**src/rtl/mem_pipe_pkg.sv**
```systemverilog
// Shared types for the memory pipe: AGU mode encodings, default widths,
// and the queue entry bundle handed to the memory/LSQ stage.
package mem_pipe_pkg;

    localparam int ADDR_W_D   = 16;
    localparam int OFFSET_W_D = 8;
    localparam int PREG_W_D   = 5;
    localparam int DATA_W_D   = 8;
    localparam int ARCH_W_D   = 8;
    localparam int DEPTH_D    = 4;

    typedef enum logic [1:0] {
        MODE_FULL = 2'b00,
        MODE_PAGE = 2'b01,
        MODE_ZP   = 2'b10,
        MODE_RSVD = 2'b11
    } agu_mode_e;

    // Entry layout at the default widths
    typedef struct packed {
        logic [ADDR_W_D-1:0] addr;
        logic                page_cross;
        logic                store;
        logic [PREG_W_D-1:0] dest_preg;
        logic [DATA_W_D-1:0] data;
        logic [ARCH_W_D-1:0] arch_regs;
    } mem_entry_t;

endpackage

```
**src/rtl/agu_addr_calc.sv**
```systemverilog
// Effective address generation for the three 6502 addressing modes,
// with page-cross detection on the full-add path.
module agu_addr_calc
    import mem_pipe_pkg::*;
#(
    parameter int ADDR_W   = ADDR_W_D,
    parameter int OFFSET_W = OFFSET_W_D
) (
    input  logic [ADDR_W-1:0]   base,
    input  logic [OFFSET_W-1:0] offset,
    input  logic [1:0]          mode,
    output logic [ADDR_W-1:0]   addr,
    output logic                page_cross
);

    logic [ADDR_W-1:0] off_ext;
    logic [ADDR_W-1:0] full_sum;
    logic [7:0]        lo_sum;

    assign off_ext  = ADDR_W'(offset);
    assign full_sum = base + off_ext;
    assign lo_sum   = base[7:0] + off_ext[7:0];

    // Reserved mode falls through to the full-add default
    always_comb begin
        addr       = full_sum;
        page_cross = (full_sum[ADDR_W-1:8] != base[ADDR_W-1:8]);
        unique case (1'b1)
            (mode == MODE_PAGE): begin
                addr       = {base[ADDR_W-1:8], lo_sum};
                page_cross = 1'b0;
            end
            (mode == MODE_ZP): begin
                addr       = {{(ADDR_W-8){1'b0}}, lo_sum};
                page_cross = 1'b0;
            end
            default: ;
        endcase
    end

endmodule

```
**src/rtl/mem_agu_queue.sv**
```systemverilog
// Memory address stage: AGU at enqueue feeding an in-order FIFO
// toward the memory/LSQ stage, with flush and occupancy.
module mem_agu_queue
    import mem_pipe_pkg::*;
#(
    parameter int ADDR_W   = ADDR_W_D,
    parameter int OFFSET_W = OFFSET_W_D,
    parameter int PREG_W   = PREG_W_D,
    parameter int DATA_W   = DATA_W_D,
    parameter int ARCH_W   = ARCH_W_D,
    parameter int DEPTH    = DEPTH_D,
    localparam int PTR_W   = $clog2(DEPTH),
    localparam int CNT_W   = $clog2(DEPTH) + 1
) (
    input  logic                clk,
    input  logic                rst_n,
    input  logic                flush,
    input  logic                in_valid,
    output logic                in_ready,
    input  logic                in_store,
    input  logic [1:0]          in_mode,
    input  logic [ADDR_W-1:0]   in_base,
    input  logic [OFFSET_W-1:0] in_offset,
    input  logic [PREG_W-1:0]   in_dest_preg,
    input  logic [DATA_W-1:0]   in_data,
    input  logic [ARCH_W-1:0]   in_arch_regs,
    output logic                out_valid,
    input  logic                out_ready,
    output logic [ADDR_W-1:0]   out_addr,
    output logic                out_page_cross,
    output logic                out_store,
    output logic [PREG_W-1:0]   out_dest_preg,
    output logic [DATA_W-1:0]   out_data,
    output logic [ARCH_W-1:0]   out_arch_regs,
    output logic [CNT_W-1:0]    occupancy
);

    typedef struct packed {
        logic [ADDR_W-1:0] addr;
        logic              page_cross;
        logic              store;
        logic [PREG_W-1:0] dest_preg;
        logic [DATA_W-1:0] data;
        logic [ARCH_W-1:0] arch_regs;
    } entry_t;

    entry_t            mem [DEPTH];
    entry_t            new_entry;
    entry_t            head;
    logic [PTR_W-1:0]  rd_ptr;
    logic [PTR_W-1:0]  wr_ptr;
    logic [CNT_W-1:0]  count;
    logic [ADDR_W-1:0] calc_addr;
    logic              calc_pc;
    logic              push;
    logic              pop;

    agu_addr_calc #(
        .ADDR_W   (ADDR_W),
        .OFFSET_W (OFFSET_W)
    ) u_calc (
        .base       (in_base),
        .offset     (in_offset),
        .mode       (in_mode),
        .addr       (calc_addr),
        .page_cross (calc_pc)
    );

    assign new_entry = '{
        addr:       calc_addr,
        page_cross: calc_pc,
        store:      in_store,
        dest_preg:  in_dest_preg,
        data:       in_data,
        arch_regs:  in_arch_regs
    };

    // A full queue still accepts when the head leaves in the same cycle
    assign in_ready  = !flush && ((count < CNT_W'(DEPTH)) || out_ready);
    assign out_valid = (count != '0) && !flush;
    assign push      = in_valid && in_ready;
    assign pop       = out_valid && out_ready;
    assign occupancy = count;

    assign head           = mem[rd_ptr];
    assign out_addr       = head.addr;
    assign out_page_cross = head.page_cross;
    assign out_store      = head.store;
    assign out_dest_preg  = head.dest_preg;
    assign out_data       = head.data;
    assign out_arch_regs  = head.arch_regs;

    always_ff @(posedge clk or negedge rst_n) begin
        if (!rst_n) begin
            rd_ptr <= '0;
            wr_ptr <= '0;
            count  <= '0;
            for (int i = 0; i < DEPTH; i++) begin
                mem[i] <= '0;
            end
        end else if (flush) begin
            rd_ptr <= '0;
            wr_ptr <= '0;
            count  <= '0;
        end else begin
            if (push) begin
                mem[wr_ptr] <= new_entry;
                wr_ptr      <= wr_ptr + 1'b1;
            end
            if (pop) begin
                rd_ptr <= rd_ptr + 1'b1;
            end
            if (push && !pop) begin
                count <= count + 1'b1;
            end else if (pop && !push) begin
                count <= count - 1'b1;
            end
        end
    end

endmodule

```
**config.mk**
```make
export PLATFORM = sky130hd
export DESIGN_NAME = mem_agu_queue
export DESIGN_NICKNAME = d
export VERILOG_FILES = /design/src/rtl/mem_pipe_pkg.sv /design/src/rtl/agu_addr_calc.sv /design/src/rtl/mem_agu_queue.sv
export SDC_FILE = /design/constraint.sdc
export NUM_CORES = 1
export LEC_CHECK = 0
export CAP_MARGIN = 5
export CORE_UTILIZATION = 45
export DETAILED_ROUTE_END_ITERATION = 8
export GPL_TIMING_DRIVEN = 0
export PLACE_DENSITY = 0.71
export SLEW_MARGIN = 20
export SYNTH_ARGS = -nofsm -noshare
export SYNTH_HDL_FRONTEND = slang
export SYNTH_SLANG_ARGS = --single-unit
```
**constraint.sdc**
```tcl
create_clock -name clk -period 4.7 [get_ports clk]
set_clock_uncertainty 0.15 [all_clocks]
set_input_delay 0.94 -clock clk [delete_from_list [all_inputs] [get_ports clk]]
set_output_delay 0.94 -clock clk [all_outputs]
set_load 0.01 [all_outputs]
```
[Word level (Yosys, flattened, before mapping)]
Cells that the tools add are included.
Storage, ports and cells
  ROM bits: 0
  memory bits (writable): 0
  memories kept: 0
  latch bits: 0
  output and inout port bits: 44
  input port bits: 53
  register bits: 163
  word-level logic and storage cells: 75
Cells by class
  bitwise gates (word level): 3
  muxes and demuxes: 15
  eq/ne operators: 3
  div/mod/pow operators: 0
  shift operators: 0
  $add $sub $neg: 6
  multiply operators: 0
  order comparisons: 4
  reductions and logical operators: 17
Operators by type and width (number)
  bitwise mux 156 bit: 1
  2-to-1 mux 39 bit: 3
  binary-select mux 39 bit (select 2 bit): 1
  demux 39 bit (select 2 bit): 1
  one-hot mux 16 bit (2 select lines): 1
  adder 16 x 8 -> 16 bit: 1
  2-to-1 mux 3 bit: 3
  adder 8 bit: 1
  2-to-1 mux 2 bit: 4
  != test 8 bit: 1
  logical AND 1 bit: 7
  >= comparator 3 bit (second input constant): 2
  inverter 2 -> 3 bit: 2
  nonzero test 3 bit: 2
  adder 2 x 1 -> 2 bit (second input constant): 2
  nonzero test 2 bit: 2
  adder 3 x 1 -> 3 bit (second input constant): 1
  zero test 1 bit: 3
  < comparator 3 x 1 -> 1 bit (second input constant): 1
  < comparator 3 bit (second input constant): 1
  subtractor 3 x 1 -> 3 bit (second input constant): 1
  == test 2 x 1 -> 1 bit (second input constant): 1
  == test 2 bit (second input constant): 1
  AND reduction 2 bit: 1
  other kinds (4): 4

[Logic depth before layout (Yosys ltp)]
Gate-level depths: netlist of run 1.
  word-level depth: 9
  depth in mapped cells: 10
  depth with buffers taken out: 9

[Cells and area by module]
From an unflattened synthesis of run 1, not the netlist that was laid out.
Second synthesis, totals
  cell total of the unflattened synthesis: 537
  area total of the unflattened synthesis: 8160.3 sq um
Modules (own cells, without submodules)
  mem_agu_queue: cells an instance 443, sequential area each 4078.9 sq um, area each 7488.4 sq um, instances 1
  agu_addr_calc: cells an instance 94, sequential area each 0.0 sq um, area each 671.9 sq um, instances 1

[Worst setup path after synthesis of run 1]
No wires, ideal clock.
  path type: in2reg
  from: in flush
  to: reg count[1] (netlist: occupancy[1])
  slack: 1.626 ns
  library setup time: 0.131 ns
  data arrival time: 2.792 ns
  stages: 9
  buffers on the path: 1
  data required time: 4.419 ns
  cells stage by stage: clkbuf_1 nor2_1 nand2_1 and2_1 fa_1 mux2i_1 a22o_1 a221oi_1 nor2_1
On the way
  cells in the longest elaborated chain, start to end: 7
  elaborated cells on any way between the ends: 12
  those cells by class: 2 x mux; 10 x reduce/logical
RTL lines
  start, declared: RTL line mem_agu_queue.sv:17  | input logic flush,
  zero test 1 bit (*): RTL line mem_agu_queue.sv:80  | assign out_valid = (count != '0) && !flush;
  logical AND 1 bit (*): RTL line mem_agu_queue.sv:80
  via out_valid: RTL line mem_agu_queue.sv:27  | output logic out_valid,
  logical AND 1 bit (*): RTL line mem_agu_queue.sv:82  | assign pop = out_valid && out_ready;
  zero test 1 bit: RTL line mem_agu_queue.sv:113  | if (push && !pop) begin
  logical AND 1 bit: RTL line mem_agu_queue.sv:113
  2-to-1 mux 3 bit: RTL line mem_agu_queue.sv:113
  2-to-1 mux 3 bit: RTL line mem_agu_queue.sv:101  | end else if (flush) begin
  end signal, assigned: RTL line mem_agu_queue.sv:114  | count <= count + 1'b1;
  end signal, assigned: RTL line mem_agu_queue.sv:116  | count <= count - 1'b1;
  end, declared: RTL line mem_agu_queue.sv:52  | logic [CNT_W-1:0] count;
The timed path passes the listed nets; every way through them passes the cells marked *.
A chain may end at the register's enable or synchronous reset.

[Worst setup path in the final report of run 1]
  from: reg rd_ptr[0]
  to: out out_page_cross
On the way
  cells in the longest elaborated chain, start to end: 4
RTL lines
  start, declared: RTL line mem_agu_queue.sv:50  | logic [PTR_W-1:0] rd_ptr;
  start signal, assigned: RTL line mem_agu_queue.sv:111  | rd_ptr <= rd_ptr + 1'b1;
  inverter 2 -> 3 bit (not written as such): RTL line mem_agu_queue.sv:85  | assign head = mem[rd_ptr];
  binary-select mux 39 bit (select 2 bit): RTL line mem_agu_queue.sv:85
  2-to-1 mux 39 bit (not written as such) (2 in a row): RTL line mem_agu_queue.sv:85
  end, declared: RTL line mem_agu_queue.sv:30  | output logic out_page_cross,
No other way between the ends. The select of a mux whose other input is x is not followed.

==> metrics.yaml, run 1 <==
crit_slowest_cell: "mux4_2"
portBuffers: 96
fp.dieW_um: 136
rsz0062_at_grt: "false"
max_freq_mhz: 274
htreeDepth: 4
finalSetupViolCount: 0
arrival_ns: 2.55
status: "finished, final reports clean"
cts_root_buf: "clkbuf_16"
crit_type: "register to output pin"
ir_drop_mv: 0.298
vias: 5488
end_kind: "output pin"
syn_area_um2: 8070
worstMarginPinSlew_ns: 0.764
avgSynthCellArea_um2: 12.7
yosys-top-cells-count: "163 x dfrtp_1, 126 x nand2_1, 47 x mux2_2"
syn_inst: 636
synth_edf_count: 0
holdWs_ns: 0.278
ys_seq_area_share_pct: 50.6
nets: 821
power_leakage_nw: 4.59
dpl.hpwl_um: 12800
cts_setup_buffers: 0
final_util_pct: 57.1
diodes: 0
synth_top_cell_area_share_pct: 50.6
grt_use_total_pct: 22.0
die_area_um2: 18500
synthFlopType: "dfrtp_1"
cp-start-kind: "register"
grt_max_degree: 109
area_delta_synth_final_pct: 23.2
crit_fanout: 10
die_h_um: 136
dr.pass1.iters: 4
rows: 48
yosysTopAreaCell: "dfrtp_1"
cts_made_buffers: 17
hold_violations: 0
p_total_w: 0.00520
grt_pass1_wl_um: 30600
core_area_um2: 17400
gr-total-overflow: 0
drcViolationCount: 0
synth_cell_types: 53
clkTransAtPathRegs_ns: 0.06
routedWlPerCell_um: 18.7
maxSlewViolCount: 0
io_pins: 97
ys_ff_latch: 163
r2r-start: "occupancy[2]"
cts_resized: 0
ant_nets: 0
stdcell_count: 990
placedCellCount: 958
drt_iter0_drc: 336
vias_per_cell: 5.54
antenna_found_initial: 0
drive_above_1_share_pct: 25.5
synth-async-reset-ratio_pct: 100
yosysWarnings: 0
clk-insertion-delay-late_ns: 0.42
period_needed_ns: 3.64
tritoncts: "done"
clock_path_buffers: 2
syn_nets: 705
gp_congestion: 0.821
clock_sinks: 163
power.density_nw_per_um2: 523
synth_area_leaders: "dfrtp_1 51%, mux4_2 11%, mux2_4 8.6%"
slowest_delay_ns: 0.56
max_slew_margin_pct: 49.1
crit_start: "rd_ptr[0]"
cap_violations: 0
critical_path.cell_chain: "clkbuf_1 > buf_2 > mux4_2 > clkdlybuf4s50_1"
post-route-period-util_pct: 77.5
grt_pass1_vias: 5855
wl_um: 18500
yosysMostFrequentCell: "dfrtp_1"
initial_utilization_pct: 46.3
crit_required_ns: 3.61
postCtsHoldBufs: 0
hold_path_class: "input port to asynchronous set/reset pin"
## worst paths after layout
path	to	slack, ns	depth (start not counted)
worst min-delay path	mem[131]	0.28	1
worst min register to register	mem[91]	0.32	2
max in group asynchronous	wr_ptr[1]	3.26	2
min in group clk	mem[91]	0.32	2
worst max register to register	occupancy[1]	2.08	10
worst max-delay path	out_page_cross	1.06	4
## power breakdown
group          leakage (nW)  switching (W)  internal [W]
clock network         0.300       0.000540      0.000852
registers              2.09       0.000264       0.00189
logic                  2.20       0.000649       0.00100
## layout make-up
| class | instances | area (um^2) |
|---|---|---|
| Buffer | 36 | 209 |
| Clock buffer | 24 | 502 |
| Clock inverter | 8 | 97.6 |
| Fill cell | 1392 | 7470 |
| Inverter | 7 | 26.3 |
| Multi-Input combinational cell | 430 | 3750 |
| Sequential cell | 163 | 4080 |
| Tap cell | 225 | 282 |
| Timing Repair Buffer | 97 | 993 |
## cell usage in the layout (no fill, tap or decap), drive strengths merged, types with 2 or more instances in the layout
cell type / instances
clkbuf: 36
and3b: 2
xor2: 3
mux2i: 3
nand4b: 2
inv: 8
fa: 2
o31ai: 2
nor3: 7
a31oi: 3
xnor2: 4
nand3: 6
and3: 5
buf: 26
a21oi: 21
clkdlybuf4s50: 95
mux4: 39
nand2: 130
a211oi: 4
dfrtp: 163
ha: 14
nand3b: 2
o21ai: 43
clkinv: 5
bufinv: 2
o211ai: 4
and2: 3
a21o: 4
nor2: 18
mux2: 96
## flip-flops by register name (all words and copies together) (netlist names)
register	flops
wr_ptr	2
rd_ptr	2
mem	156
occupancy	3
## kinds of logic (layout without fill, tap and decap cells)
kind of cell | count (synthesis) | count (layout) | synth area share [%]
AND/OR/NAND/NOR | 180 | 180 | 9.69
flip-flops | 163 | 163 | 50.6
XOR/XNOR | 7 | 7 | 0.760
adder cells (fa/ha/maj) | 16 | 16 | 2.67
AO/OA/AOI/OAI | 89 | 89 | 6.61
multiplexers | 138 | 138 | 26.8
buffers and inverters | 43 | 172 | 2.92
## per-stage QoR
stage / worst slack (ns) / cell area (um^2) / setup TNS [ns]
2_1_floorplan: 1.63 / 8070 / 0
3_3_place_gp: -3.48 / 9310 / -565.23
3_5_place_dp: 1.02 / 9340 / 0
4_1_cts: 1.01 / 9940 / 0
5_1_grt: 0.901 / 9940 / 0
6_report: 1.06 / 9940 / 0
## routing by layer
metal | share of wire (%) | GRT usage (%) | routed length (um) | vias to the layer above
met5 | 0 | 0 | 0 | -
met4 | 1.6 | 7.16 | 294 | 0
met3 | 4.9 | 3.91 | 901 | 25
met2 | 50 | 36.8 | 9210 | 151
met1 | 44 | 29.1 | 8100 | 2809
li1 | - | - | - | 2503
## worst max-delay path, delay by kind of cell (launching register included)
family	cells	cell delay [ns]
flops	1	0.32
buf+inv	3	1.26
mux	1	0.56
(Power assumes the default switching activity.)
==> run 2: changes to the inputs <==
==> constraint.sdc (replaced) <==
create_clock -name clk -period 3.6 [get_ports clk]
set_clock_uncertainty 0.15 [all_clocks]
set_input_delay 0.72 -clock clk [delete_from_list [all_inputs] [get_ports clk]]
set_output_delay 0.72 -clock clk [all_outputs]
set_load 0.01 [all_outputs]
==> results of run 2 <==
The final DEF is identical to that of run 1. Status: finished, final reports clean.
Main changes from that run: setup slack after placement 1.02 ns -> 0.138 ns; setup slack after layout 1.06 ns -> 0.175 ns; hold slack 0.278 ns -> 0.0578 ns; register-to-register setup slack 2.08 ns -> 0.98 ns; total power 0.00520 W -> 0.00679 W; worst IR drop on VDD 0.298 mV -> 0.389 mV
